File: src/rtl/int_gen_pkg.sv
// Shared types and constants for the interrupt request generator:
// FSM encoding, register offsets and STATUS field positions.
package int_gen_pkg;

    typedef enum logic [1:0] {
        StIdle   = 2'd0,
        StAssert = 2'd1,
        StGap    = 2'd2
    } irq_state_e;

    localparam logic [1:0] RegPending = 2'd0;
    localparam logic [1:0] RegEnable  = 2'd1;
    localparam logic [1:0] RegStatus  = 2'd2;
    localparam logic [1:0] RegSwset   = 2'd3;

    localparam int unsigned StatusStateLsb = 0;
    localparam int unsigned StatusIdxLsb   = 8;
    localparam int unsigned StatusIrqBit   = 16;

    // Index of the lowest set bit, 0 when none are set.
    function automatic logic [4:0] lowest_idx(input logic [31:0] v);
        logic [4:0] idx;
        idx = '0;
        for (int i = 31; i >= 0; i--) begin
            if (v[i]) idx = 5'(i);
        end
        return idx;
    endfunction

endpackage

File: src/rtl/int_pending_reg.sv
// Per-source pending latch: set from events/software, write-1-to-clear,
// with a set winning over a clear of the same bit in the same cycle.
module int_pending_reg #(
    parameter int unsigned NSRC = 8
) (
    input  logic            clk_i,
    input  logic            rst_ni,
    input  logic [NSRC-1:0] set_i,
    input  logic [NSRC-1:0] clr_i,
    output logic [NSRC-1:0] pending_o,
    output logic            cleared_o
);

    logic [NSRC-1:0] pending_q, pending_d;

    always_comb begin
        pending_d = (pending_q & ~clr_i) | set_i;
    end

    always_ff @(posedge clk_i) begin
        if (!rst_ni) begin
            pending_q <= '0;
        end else begin
            pending_q <= pending_d;
        end
    end

    assign pending_o = pending_q;
    // Only bits that actually drop count; a simultaneous set keeps the bit alive.
    assign cleared_o = |(pending_q & clr_i & ~set_i);

endmodule

File: src/rtl/int_request_gen.sv
// Memory-mapped interrupt request generator: pending/enable registers and an
// edge-friendly request FSM guaranteeing a low gap before each rising edge.
module int_request_gen
    import int_gen_pkg::*;
#(
    parameter int unsigned NSRC    = 8,
    parameter int unsigned GAP_CYC = 2
) (
    input  logic            clk,
    input  logic            rst_n,
    input  logic [NSRC-1:0] src_evt,
    input  logic            io_we,
    input  logic [1:0]      io_wadr,
    input  logic [31:0]     io_wdata,
    input  logic            io_re,
    input  logic [1:0]      io_radr,
    output logic [31:0]     io_rdata,
    output logic            interrupt_0
);

    localparam int unsigned CntW = $clog2(GAP_CYC + 1);

    irq_state_e      state_q;
    logic [CntW-1:0] cnt_q;
    logic            irq_q;
    logic [NSRC-1:0] enable_q, enable_d;
    logic [NSRC-1:0] pending, masked, w1c, swset;
    logic            cleared, req;
    logic [31:0]     rdata_q, rdata_d, status;
    logic            unused_wdata;

    assign unused_wdata = ^io_wdata;

    assign w1c   = (io_we && io_wadr == RegPending) ? io_wdata[NSRC-1:0] : '0;
    assign swset = (io_we && io_wadr == RegSwset) ? io_wdata[NSRC-1:0] : '0;

    int_pending_reg #(
        .NSRC (NSRC)
    ) u_pending (
        .clk_i     (clk),
        .rst_ni    (rst_n),
        .set_i     (src_evt | swset),
        .clr_i     (w1c),
        .pending_o (pending),
        .cleared_o (cleared)
    );

    assign masked = pending & enable_q;
    assign req    = |masked;

    always_comb begin
        enable_d = enable_q;
        if (io_we && io_wadr == RegEnable) enable_d = io_wdata[NSRC-1:0];
    end

    always_ff @(posedge clk) begin
        if (!rst_n) begin
            enable_q <= '0;
        end else begin
            enable_q <= enable_d;
        end
    end

    always_ff @(posedge clk) begin
        if (!rst_n) begin
            state_q <= StIdle;
            cnt_q   <= '0;
            irq_q   <= 1'b0;
        end else begin
            unique case (state_q)
                StIdle: begin
                    if (req) begin
                        state_q <= StAssert;
                        irq_q   <= 1'b1;
                    end
                end
                StAssert: begin
                    // A W1C that drops a bit forces a fresh edge for what remains.
                    if (!req || cleared) begin
                        state_q <= StGap;
                        irq_q   <= 1'b0;
                        cnt_q   <= CntW'(GAP_CYC);
                    end
                end
                StGap: begin
                    cnt_q <= cnt_q - CntW'(1);
                    if (cnt_q == CntW'(1)) state_q <= StIdle;
                end
                default: begin
                    state_q <= StIdle;
                    irq_q   <= 1'b0;
                end
            endcase
        end
    end

    always_comb begin
        status                            = '0;
        status[StatusStateLsb +: 2]       = state_q;
        status[StatusIdxLsb +: 5]         = lowest_idx(32'(masked));
        status[StatusIrqBit]              = irq_q;
    end

    always_comb begin
        rdata_d = rdata_q;
        if (io_re) begin
            unique case (io_radr)
                RegPending: rdata_d = 32'(pending);
                RegEnable:  rdata_d = 32'(enable_q);
                RegStatus:  rdata_d = status;
                default:    rdata_d = '0;
            endcase
        end
    end

    always_ff @(posedge clk) begin
        if (!rst_n) begin
            rdata_q <= '0;
        end else begin
            rdata_q <= rdata_d;
        end
    end

    assign io_rdata    = rdata_q;
    assign interrupt_0 = irq_q;

endmodule

File: config.mk
export PLATFORM = sky130hd
export DESIGN_NAME = int_request_gen
export DESIGN_NICKNAME = d
export VERILOG_FILES = /design/src/rtl/int_gen_pkg.sv /design/src/rtl/int_pending_reg.sv /design/src/rtl/int_request_gen.sv
export SDC_FILE = /design/constraint.sdc
export NUM_CORES = 1
export LEC_CHECK = 0
export CELL_PAD_IN_SITES_DETAIL_PLACEMENT = 1
export CELL_PAD_IN_SITES_GLOBAL_PLACEMENT = 1
export CORE_MARGIN = 1
export CORE_UTILIZATION = 32
export DETAILED_ROUTE_END_ITERATION = 8
export PLACE_DENSITY_LB_ADDON = 0.2
export SETUP_SLACK_MARGIN = 0.05
export SLEW_MARGIN = 20
export SYNTH_ARGS = -nofsm -noshare
export SYNTH_HDL_FRONTEND = slang
export SYNTH_SLANG_ARGS = --single-unit
File: constraint.sdc
create_clock -name clk -period 3.7 [get_ports clk]
set_clock_uncertainty 0.1 [all_clocks]
set_input_delay 0.37 -clock clk [delete_from_list [all_inputs] [get_ports clk]]
set_output_delay 0.37 -clock clk [all_outputs]
set_load 0.005 [all_outputs]
==> reports/qor.csv, run 1 <==
metric,value,unit
status,finished clean,
die height,77.2,um
worst slew pin tran,601,ps
ys async rst share,0,%
Area Growth Syn to Fin,23.1,%
first-pass GRT wire length,6700,um
Setup TNS,0,ps
H-tree levels,2,
Max Slew Vio Count,0,
Tmin final,1800,ps
largest area contributor in the netlist,dfxtp_1,
critical path capture point type,register,
critical path class,input pin to register,
CTS sink count,33,
top-count cell post-synth,dfxtp_1,
synth cell count leaders,"dfxtp_1, nand2_1, nor2b_1",
share of layout cells above drive strength 1,6.12,%
dominant cells by area after synthesis,"dfxtp_1, nor2b_1, mux2i_1, buf_4, nand2_1",
Post-DP HPWL,3130,um
relative slew slack,59.8,%
vias in the first global route,1397,
Die W,77.2,um
"delay-heaviest family, CP",buffers and inverters,
PortBufs,36,
worst skew pair latency,280,ps
Num CTS Buffers,5,
max-cap viol count,0,
Post-synth EDFFs,0,
RD Place Congestion,0.748,
post-synth top area share,36.5,%
Worst EP required,3810,ps
gr usage total,14.2,%
Ant. Diodes,0,
final setup vio count,0,
Peak Freq,0.554,GHz
"Distinct cells, synth",36,
CTS Buffer Depth,2,
CTS tree,yes,
fin nets,293,
# DRC,0,
initial antenna violation count,0,
PnR Total Power,786,uW
Crit path largest cell delay,670,ps
Worst Path Buf+Inv,1,
"Seq/Total Area, Yosys",36.5,%
fin util,40.7,%
Final ANT Viol Nets,0,
drt initial violations,63,
hold buffer count at CTS,0,
num rows,27,
DRT Pass-1 Iters,4,
core region area,5470,um^2
via count,1521,
Initial Utilization,33.1,%
CP max FO,9,
Ports,81,
crit share post-route,48.8,%
Synth Register Bits,33,
drt via density,4.80,
mean area per synthesized cell,8.66,um^2
leak pwr,0.000895,uW
"CTS clk-pin slew, worst paths",70,ps
synthesized cell area,1810,um^2
Peak VDD IR,0.118,mV
Post-CTS Setup Repair Bufs,0,
Post-synth top flop,dfxtp_1,
RSZ-0062 raised after global routing,no,
WP data arrival,1910,ps
Power Density,353,nW/um^2
GR Overflow Total,0,
HP Class,register to register,
Ys Warns,0,
"critical path, cell by cell","clkdlybuf4s50_1, nor2b_2, nand2_1, a21oi_1, nand4_1, a21boi_0",
startpoint type of the worst setup path,input pin,
Root Driver,clkbuf_8,
Slowest cell on crit path,clkdlybuf4s50_1,
Post-CTS Resized,0,
die area,5960,um^2
Avg WL per Cell,13.2,um
final hold viol count,0,
Gate Count Post-Synth,209,
Routed WL,4180,um
pin count of the biggest net entering global routing,25,
placed cells by master (no fill, tap or decap), types with 2 or more instances in the layout:
cell,netlist,routed
a221o_1,2,2
o211a_1,2,2
nand2_1,28,28
nor2b_1,27,27
a22oi_1,4,4
nand3_1,2,2
and2_1,2,2
o211ai_1,3,3
o22ai_1,2,2
mux2i_1,16,16
clkbuf_8,0,5
clkdlybuf4s50_1,0,36
a32oi_1,2,2
conb_1,1,20
dfxtp_1,33,33
inv_1,4,4
a21oi_1,12,12
clkinv_2,0,2
o21ai_0,7,7
o22ai_2,2,2
nand3b_1,2,2
nand4_1,2,2
nor2_1,8,8
a221oi_1,8,8
a21boi_0,2,2
per-layer routing:
| metal | routed length [um] | up-vias | GRT usage, % |
|---|---|---|---|
| met4 | 31 | 0 | 4.53 |
| met5 | 0 | - | 0 |
| met1 | 2030 | 711 | 18.7 |
| met3 | 193 | 2 | 3.33 |
| met2 | 1930 | 45 | 22.8 |
| li1 | - | 763 | - |
final timing paths:
kind / slack (ps) / from / depth (start not counted) / endpoint
worst max-delay path: 1900 / io_radr[0] / 6 / io_rdata[10]
worst min-delay path: 370 / io_rdata[16] / 2 / io_rdata[16]
worst max register to register: 2150 / u_pending.pending_o[7] / 5 / interrupt_0
worst min register to register: 370 / io_rdata[16] / 2 / io_rdata[16]
where the power goes:
part | switching, uW | leakage [uW] | internal, uW | total (uW)
clock | 133 | 0.0000450 | 130 | 263
combinational | 60.1 | 0.000580 | 68.0 | 128
sequential | 20.8 | 0.000270 | 374 | 394
stage by stage:
step / setup slack (ps) / hold WS [ps] / instances / instance area [um^2]
2_1_floorplan: 2310 / 357 / 228 / 1880
3_3_place_gp: 1570 / 358 / 309 / 2140
3_5_place_dp: 1590 / 363 / 309 / 2140
4_1_cts: 1870 / 371 / 317 / 2230
5_1_grt: 1680 / 388 / 317 / 2230
6_report: 1900 / 366 / 317 / 2230
worst reg2reg max path, delay by kind of cell, from the launching register on:
kind            cells  cell delay (ps)
simple gates        2              400
flops               1              370
compound gates      3              560
cells by family after synthesis:
kind of cell	after synthesis	synth area share, %
flops	33	36.5
fa+ha+maj	1	0.691
compound gates	47	18.6
mux	16	8.85
other cells	1	0.207
simple gates	78	23.4
buf+inv	33	11.8
flip-flops by register name, indices dropped and copies added, names as in the netlist:
register / flops
io_rdata: 12
interrupt_0: 1
state_q: 2
enable_q: 8
u_pending.pending_o: 8
cnt_q: 2
final cells by class:
type / instances / area, um^2
clock buffer: 6 / 72.6
fill: 683 / 3250
multi-input combinational: 162 / 1010
timing repair buffer: 37 / 368
inverter: 5 / 18.8
clock inverter: 2 / 10.0
tap: 72 / 90.1
sequential: 33 / 661
Power figures use the tool's default switching activity.
==> inputs of run 2 (changes only) <==
- CORE_UTILIZATION: 32 -> 27
- clock period: 3.7 -> 1.65 ns (I/O delays scaled with it)
==> reports/qor.csv, run 2 (same netlist as run 1, synthesis figures left out) <==
metric,value,unit,change
status,finished with violations,,
failing checks,design-rule violations,,
"delay-heaviest family, CP",flip-flops,,
die height,83.9,um,+8.6%
CTS sink count,33,,unchanged
H-tree levels,2,,unchanged
"commonest non-fill, non-tap cell in the layout",clkdlybuf4s50_1,,
Crit path largest cell delay,350,ps,-320 ps
hold endpoint,enable_q[0],,
critical path class,register to register,,
drt via density,4.63,,-3.6%
via count,1601,,+5.3%
"Cell Area, Placed",2340,um^2,+9.2%
Peak Freq,0.671,GHz,
FF-to-FF Start,u_pending.pending_o[5],,
core region area,6420,um^2,+17%
final hold viol count,0,,unchanged
die area,7030,um^2,+18%
num rows,29,,+7.4%
Peak VDD IR,0.379,mV,+220%
Power Density,843,nW/um^2,+140%
Initial Utilization,28.2,%,-4.9 points
Hold Crit Depth,3,,+1
Tmin final,1490,ps,
RSZ-0062 raised after global routing,no,,
Num CTS Buffers,5,,unchanged
Reg2Reg Setup Slack,160,ps,-1990 ps
WP data arrival,1620,ps,-290 ps
Root Driver,clkbuf_8,,
initial antenna violation count,0,,unchanged
hold_ws,182,ps,-183 ps
crit share post-route,90.4,%,
Largest register FFs,12,,unchanged
Slowest cell on crit path,dfxtp_4,,
critical path capture point type,register,,
max-cap viol count,0,,unchanged
gr usage total,13.8,%,-0.45 points
Post-DP HPWL,3550,um,+13%
Die W,83.9,um,+8.6%
CP max FO,3,,-6
CTS Buffer Depth,2,,unchanged
HP Class,input pin to register,,
"critical path, cell by cell","buf_4, a22oi_2, nand4_1, buf_4, nor2_1, a221o_1",,
pin count of the biggest net entering global routing,32,,+28%
leak pwr,0.00108,uW,+21%
hold wc startpoint,io_wdata[0],,
startpoint type of the worst setup path,register,,
Ant. Diodes,0,,unchanged
r2r endpoint,cnt_q[1],,
Worst EP required,1780,ps,-2030 ps
share of layout cells above drive strength 1,18.6,%,+12 points
design area,2550,um^2,+14%
RD Place Congestion,0.739,,-1.3%
Setup TNS,0,ps,unchanged
first-pass GRT wire length,7620,um,+14%
Routed WL,4710,um,+13%
Final ANT Viol Nets,0,,unchanged
Max Slew Vio Count,0,,unchanged
CTS tree,yes,,
path depth of the worst reg2reg path,6,,+1
worst skew pair latency,290,ps,about the same
Ports,81,,unchanged
most frequent cells in the layout,"clkdlybuf4s50_1, dfxtp_1, nor2b_1, nand2_1, buf_4",,
Area Growth Syn to Fin,40.9,%,
PortBufs,36,,unchanged
GR Overflow Total,0,,unchanged
Critical Path Most Common Cell,buf_4,,
"CTS clk-pin slew, worst paths",70,ps,about the same
final setup vio count,0,,unchanged
# DRC,12,,+12
DRT Pass-1 Iters,8,,+4
fin nets,317,,+8.2%
Worst Path Buf+Inv,2,,+1
Avg WL per Cell,13.6,um,+3.2%
vias in the first global route,1577,,+13%
drt initial violations,59,,-6.3%
## run 2: per-stage QoR
stage	worst slack [ps]	util (%)	power [uW]	std cells
floorplan	289	-	1090	228
global placement	-125	36.5	1230	336
detailed placement	-155	36.5	1240	336
CTS	104	38.5	2160	344
global route	30.7	39.7	2250	346
finish	159	39.7	2150	346
## run 2: cell type report
| class | count | area (um^2) |
|---|---|---|
| Sequential cell | 33 | 677 |
| Timing Repair Buffer | 61 | 578 |
| Multi-Input combinational cell | 162 | 1050 |
| Clock buffer | 5 | 68.8 |
| Tap cell | 77 | 96.3 |
| Fill cell | 740 | 3870 |
| Inverter | 5 | 18.8 |
| Clock inverter | 3 | 65.1 |
## run 2: layer usage
metal  GRT usage, %  vias to the layer above  share of wire (%)
met5              0                        -                  0
met2           23.3                       41                 47
li1               -                      809                  -
met4           5.17                        0                1.3
met1           17.4                      747                 48
met3           2.47                        4                3.4
## run 2: what timing repair did
| action | CTS | global route |
|---|---|---|
| endpoints found under the setup margin | 0 | 3 |
| resized for setup | 0 | 20 |
| hold endpoints to repair | 0 | 0 |
| hold buffers | 0 | 0 |
| setup buffers | 0 | 3 |
## run 2: worst min-delay path, cell delays in order
cell and delay [ps]:
dlymetal6s2s_1 170, mux2i_1 100, nor2b_1 100
## run 2: worst max-delay path by stage
stage	from	endpoint	slack, ps	cells past startpoint
CTS	u_pending.pending_o[7]	cnt_q[1]	100	5
floorplan	u_pending.pending_o[7]	state_q[1]	290	5
global route	u_pending.pending_o[5]	interrupt_0	30	6
global placement	io_wdata[3]	cnt_q[1]	-120	6
detailed placement	io_wdata[0]	cnt_q[1]	-160	6
finish	u_pending.pending_o[5]	cnt_q[1]	160	6
## run 2: power breakdown
part | switching [uW] | total [uW] | internal, uW
clock network | 314 | 914 | 600
registers | 48.1 | 885 | 837
logic | 155 | 351 | 197
